File: src/rtl/alu_pkg.sv
// Shared ALU definitions: default data width and the 16 opcode encodings.
// Imported by the control unit and the ALU datapath.
package alu_pkg;

    localparam int DATA_WIDTH = 8;

    localparam logic [3:0] OP_ADD  = 4'h0;
    localparam logic [3:0] OP_SUB  = 4'h1;
    localparam logic [3:0] OP_AND  = 4'h2;
    localparam logic [3:0] OP_OR   = 4'h3;
    localparam logic [3:0] OP_XOR  = 4'h4;
    localparam logic [3:0] OP_NOT  = 4'h5;
    localparam logic [3:0] OP_SHL  = 4'h6;
    localparam logic [3:0] OP_SHR  = 4'h7;
    localparam logic [3:0] OP_LD   = 4'h8;
    localparam logic [3:0] OP_ST   = 4'h9;
    localparam logic [3:0] OP_BEQ  = 4'hA;
    localparam logic [3:0] OP_BNE  = 4'hB;
    localparam logic [3:0] OP_BLTU = 4'hC;
    localparam logic [3:0] OP_MOV  = 4'hD;
    localparam logic [3:0] OP_INC  = 4'hE;
    localparam logic [3:0] OP_NOP  = 4'hF;

endpackage

File: src/rtl/alu_datapath_mux2.sv
// Generic two-input selector used for operand, write-back and PC-step muxing.
module mux2
    import alu_pkg::*;
#(
    parameter int WIDTH = DATA_WIDTH
) (
    input  logic             sel,
    input  logic [WIDTH-1:0] in0,
    input  logic [WIDTH-1:0] in1,
    output logic [WIDTH-1:0] out
);

    assign out = sel ? in1 : in0;

endmodule

File: src/rtl/alu_datapath.sv
// ALU datapath: operand select, registered ALU core with carry/compare flags,
// write-back select and branch-dependent program-counter step.
module alu_datapath
    import alu_pkg::*;
#(
    parameter int WIDTH = DATA_WIDTH
) (
    input  logic             clk,
    input  logic             rst,
    input  logic [3:0]       opcode,
    input  logic [WIDTH-1:0] read_data1,
    input  logic [WIDTH-1:0] read_data2,
    input  logic [WIDTH-1:0] immediate,
    input  logic             alu_src,
    input  logic             load,
    input  logic             branch,
    input  logic [WIDTH-1:0] mem_read_data,
    output logic [WIDTH-1:0] alu_result,
    output logic             compare,
    output logic             carry,
    output logic [WIDTH-1:0] write_data,
    output logic [WIDTH-1:0] pc_increment
);

    localparam logic [WIDTH-1:0] STEP = WIDTH'(1);

    logic [WIDTH-1:0] op_a;
    logic [WIDTH-1:0] op_b;
    logic [WIDTH:0]   sum;
    logic [WIDTH:0]   diff;
    logic [WIDTH:0]   inc;
    logic [WIDTH-1:0] res_n;
    logic             carry_n;
    logic             cmp_n;
    logic             taken;

    mux2 #(.WIDTH(WIDTH)) u_op_a (
        .sel (load),
        .in0 (read_data1),
        .in1 (immediate),
        .out (op_a)
    );

    mux2 #(.WIDTH(WIDTH)) u_op_b (
        .sel (alu_src),
        .in0 (read_data2),
        .in1 (immediate),
        .out (op_b)
    );

    // Bit WIDTH of diff is the unsigned borrow, shared by SUB and BLTU.
    assign sum  = {1'b0, op_a} + {1'b0, op_b};
    assign diff = {1'b0, op_a} - {1'b0, op_b};
    assign inc  = {1'b0, op_a} + (WIDTH + 1)'(1);

    always_comb begin
        res_n   = alu_result;
        carry_n = carry;
        cmp_n   = 1'b0;
        unique case (opcode)
            OP_ADD: begin
                res_n   = sum[WIDTH-1:0];
                carry_n = sum[WIDTH];
            end
            OP_SUB: begin
                res_n   = diff[WIDTH-1:0];
                carry_n = diff[WIDTH];
            end
            OP_AND:  res_n = op_a & op_b;
            OP_OR:   res_n = op_a | op_b;
            OP_XOR:  res_n = op_a ^ op_b;
            OP_NOT:  res_n = ~op_a;
            OP_SHL:  res_n = op_a << op_b[2:0];
            OP_SHR:  res_n = op_a >> op_b[2:0];
            OP_LD:   res_n = op_a;
            OP_ST:   res_n = op_a;
            OP_BEQ:  cmp_n = (op_a == op_b);
            OP_BNE:  cmp_n = (op_a != op_b);
            OP_BLTU: cmp_n = diff[WIDTH];
            OP_MOV:  res_n = op_b;
            OP_INC: begin
                res_n   = inc[WIDTH-1:0];
                carry_n = inc[WIDTH];
            end
            OP_NOP:  res_n = alu_result;
        endcase
    end

    always_ff @(posedge clk or negedge rst) begin
        if (!rst) begin
            alu_result <= '0;
            compare    <= 1'b0;
            carry      <= 1'b0;
        end else begin
            alu_result <= res_n;
            compare    <= cmp_n;
            carry      <= carry_n;
        end
    end

    assign taken = branch & compare;

    mux2 #(.WIDTH(WIDTH)) u_wb (
        .sel (load),
        .in0 (alu_result),
        .in1 (mem_read_data),
        .out (write_data)
    );

    mux2 #(.WIDTH(WIDTH)) u_pc (
        .sel (taken),
        .in0 (STEP),
        .in1 (immediate),
        .out (pc_increment)
    );

endmodule

File: config.mk
export PLATFORM = sky130hd
export DESIGN_NAME = alu_datapath
export DESIGN_NICKNAME = d
export VERILOG_FILES = /design/src/rtl/alu_pkg.sv /design/src/rtl/alu_datapath_mux2.sv /design/src/rtl/alu_datapath.sv
export SDC_FILE = /design/constraint.sdc
export NUM_CORES = 1
export LEC_CHECK = 0
export CAP_MARGIN = 10
export CORE_MARGIN = 10
export CORE_UTILIZATION = 33
export DETAILED_ROUTE_END_ITERATION = 12
export GPL_TIMING_DRIVEN = 0
export HOLD_SLACK_MARGIN = 0.05
export SLEW_MARGIN = 40
export SYNTH_ARGS = -nofsm -noshare
export SYNTH_HDL_FRONTEND = slang
export SYNTH_SLANG_ARGS = --single-unit
File: constraint.sdc
create_clock -name clk -period 1.1 [get_ports clk]
set_input_delay 0.22 -clock clk [delete_from_list [all_inputs] [get_ports clk]]
set_output_delay 0.22 -clock clk [all_outputs]
set_load 0.01 [all_outputs]
==> metrics <==
Die Ht 116.4 µm; crit path launch load; maximum buffer depth of the clock tree 2; Clock Latency Late Sink 230 ps; crit share post-route 210.2%; leak pwr ~0.0021 µW; CP Max Fanout 7; IO Pins between 60 and 70; crit start category primary input; FF+latch count, synth 10; largest net degree at the start of global routing 13; die width ~120 µm; Mapped Cells 416; met3 global-route usage between 2 and 3%; Slew @ Worst Pin about 620 ps; hold slack approximately 300 ps; Netlist cell types around 70; Peak VDD IR between 0.4 and 0.5 mV; port bufs 63; CTS tree built; syn avg cell area ~7.4 µm²; clk_skew 0 ps; Seq pwr share roughly 12%; Sink Count 10; GRT Overall Usage approximately 21%; clock group share of total power between 9 and 10%; Max transition margin around three fifths; HP Class primary input to asynchronous set/reset pin; worst path arrival time approximately 2400 ps; Slew Viols, Final 0; fmax 0.4325 GHz; first-pass GRT wire length 23.00 mm; M2 GR Usage between 30% and 40%; gpl congestion ~0.98; switch share a little under half; outcome complete, but fails checks; Overall Power ~4000 µW; Core ar. 0.009153 mm²; Crit path required time ~1200 ps; Initial DRC Count approximately 430; CTS Root Cell clkbuf_8; ys async rst share 100.0%; vias roughly 4.2k; detailed-route wire length per cell between 20 and 25 µm; Power Density roughly 780 mW/mm²; antenna violations before repair 0; GRT Residual Overflow 0; CTS buffer count 3; fillcell total approximately 810; vias in the first global route roughly 4.1k; Post-synth EDFFs 0; FP Rows 35; Via-to-Cell Ratio ~6.3; non-filler instance count after layout ~660; setup ws final -1212 ps; top_reg_cell synth dfrtp_1; Syn Nets 486; Setup violations, final 27; Net Switching 1858 µW; Layout area overhead 70.41%; Final Hold Fails 0; worst reg2reg setup slack around 280 ps; violated checks setup timing; Power Internal around 2200 µW; Mapped Area 0.003065 mm²; layout cells sized above 1 approximately 42%; H-Tree Level Count 1; drt total wl between 10 and 15 mm; Comb pwr share 78.4%; diode count 0; DRT Pass-1 Iters 5; Clock transition at path regs about 50 ps; Max Cap Viol 0; # DRC 0; RR Startpoint alu_result[5]$_DFFE_PN0P_; CP endpoint kind flop; HPWL Detailed roughly 10 mm; GR peak layer met2; die area 0.01354 mm²; crit path kind primary input to flop; met1 usage in global routing a little over a quarter; sequential fraction of the synthesis area around 8.2%; fin util between 50% and 60%; post-route minimum period between 2000 and 2500 ps; ANT nets after route 0; Nets between 600 and 700; Yosys warnings 0; Initial Utilization about 33%; Post-Place Cells slightly below 600; RSZ-0062 raised after global routing true
## final timing paths
path	cells after the start	endpoint
max	10	compare$_DFF_PN0_
min	1	carry$_DFFE_PN0P_
max reg2reg	3	alu_result[5]$_DFFE_PN0P_
min reg2reg	2	carry$_DFFE_PN0P_
max in group asynchronous	1	alu_result[3]$_DFFE_PN0P_
min in group clk	2	carry$_DFFE_PN0P_
## per-layer routing
metal,routed length (µm),vias to the layer above
li1,-,1839
met5,0,-
met4,911,0
met1,5700,1967
met2,6979,279
met3,1353,68
## worst max-delay path, cell delays in order
cell	delay, ps
buf_12	90
buf_12	130
mux2i_4	280
buf_6	170
ha_4	220
or4_4	400
or4_4	500
xnor2_2	150
a22oi_1	180
nor2b_1	70
## flip-flops by register name, summed over array words and instances, names as in the netlist
signal,cells
alu_result,8
compare,1
carry,1
## power by group through the flow
stage | logic, µW | registers (µW) | clock network (µW)
final | 3200 | 504 | 378
after global routing | 3390 | 514 | 415
after CTS | 2890 | 505 | 394
after detailed placement | 2270 | 509 | 0
after global placement | 2270 | 508 | 0
after floorplan | 1370 | 531 | 0
## area by class of cell
| class | instances | area, µm² | area share, % |
|---|---|---|---|
| Multi-Input combinational cell | 352 | 3238 | 61.99 |
| Sequential cell | 10 | 250.2 | 4.790 |
| Clock buffer | 3 | 41.29 | 0.7904 |
| Timing Repair Buffer | 132 | 1199 | 22.95 |
| Inverter | 26 | 123.9 | 2.371 |
| Buffer | 24 | 232.7 | 4.455 |
| Tap cell | 111 | 138.9 | 2.659 |
## placed cells by master (no fill, tap or decap), types with 5 or more instances in the layout
cell type        count
o311ai_2             5
nor3_1              10
ha_4                13
dfrtp_1             10
mux2_2               7
buf_2               10
nor2_1              26
nand3_1             13
a22oi_1              5
clkdlybuf4s50_1     21
ha_1                10
o21ai_0             26
nand2b_1             8
a31oi_1              7
clkbuf_8             8
a21oi_1             21
o211ai_1             8
buf_12               6
inv_1               10
and3_1              12
buf_6               23
clkbuf_2             9
dlygate4sd2_1       14
buf_4               55
inv_2                9
nand2_1             31
xnor2_1             12
mux2i_1             10
mux2i_4             13
## synth_stat cells (4+ instances only)
cell	number	area [µm²]
o21bai_1	5	37.54
xnor2_1	14	122.6
mux2i_1	18	180.2
nor2_1	28	105.1
nor3_1	12	60.06
nor2b_1	7	43.79
dfrtp_1	10	250.2
o2111ai_1	4	35.03
a21oi_1	25	125.1
o21ai_0	33	165.2
o211ai_1	8	60.06
nand3_1	14	70.07
and3_1	12	75.07
clkbuf_1	17	63.81
ha_1	27	337.8
a22oi_1	5	37.54
inv_1	20	75.07
nand2_1	32	120.1
mux2i_2	4	55.05
a31oi_1	7	43.79
mux2_2	11	123.9
nand4_1	4	25.02
nand2b_1	8	50.05
a211oi_1	7	52.55
buf_2	5	25.02
nand3b_1	4	30.03
o311ai_0	5	43.79
inv_2	4	15.01
## kinds of logic after synthesis
logic type               Yosys count  share of synthesized area, %
AND/OR/NAND/NOR                  136                         23.14
AO/OA/AOI/OAI                    135                         29.96
multiplexers                      36                         13.92
flip-flops                        10                         8.163
adder cells (fa/ha/maj)           29                         12.33
XOR/XNOR                          16                         4.572
buffers and inverters             54                         7.918
## timing repair
action	CTS	global route
buffers inserted	55	16
resized for setup	242	53
pin swaps	44	25
setup endpoints to repair	36	36
hold buffers	0	0
## per-stage QoR
stage / cell area [µm²] / setup TNS (ps) / setup WS, ps
2_1_floorplan: 3214 / -11460 / -1366
3_3_place_gp: 3984 / -37930 / -2840
3_5_place_dp: 3993 / -37100 / -2562
4_1_cts: 4982 / -17980 / -1160
5_1_grt: 5224 / -20090 / -1255
6_report: 5224 / -19080 / -1212
Power figures use the tool's default switching activity.
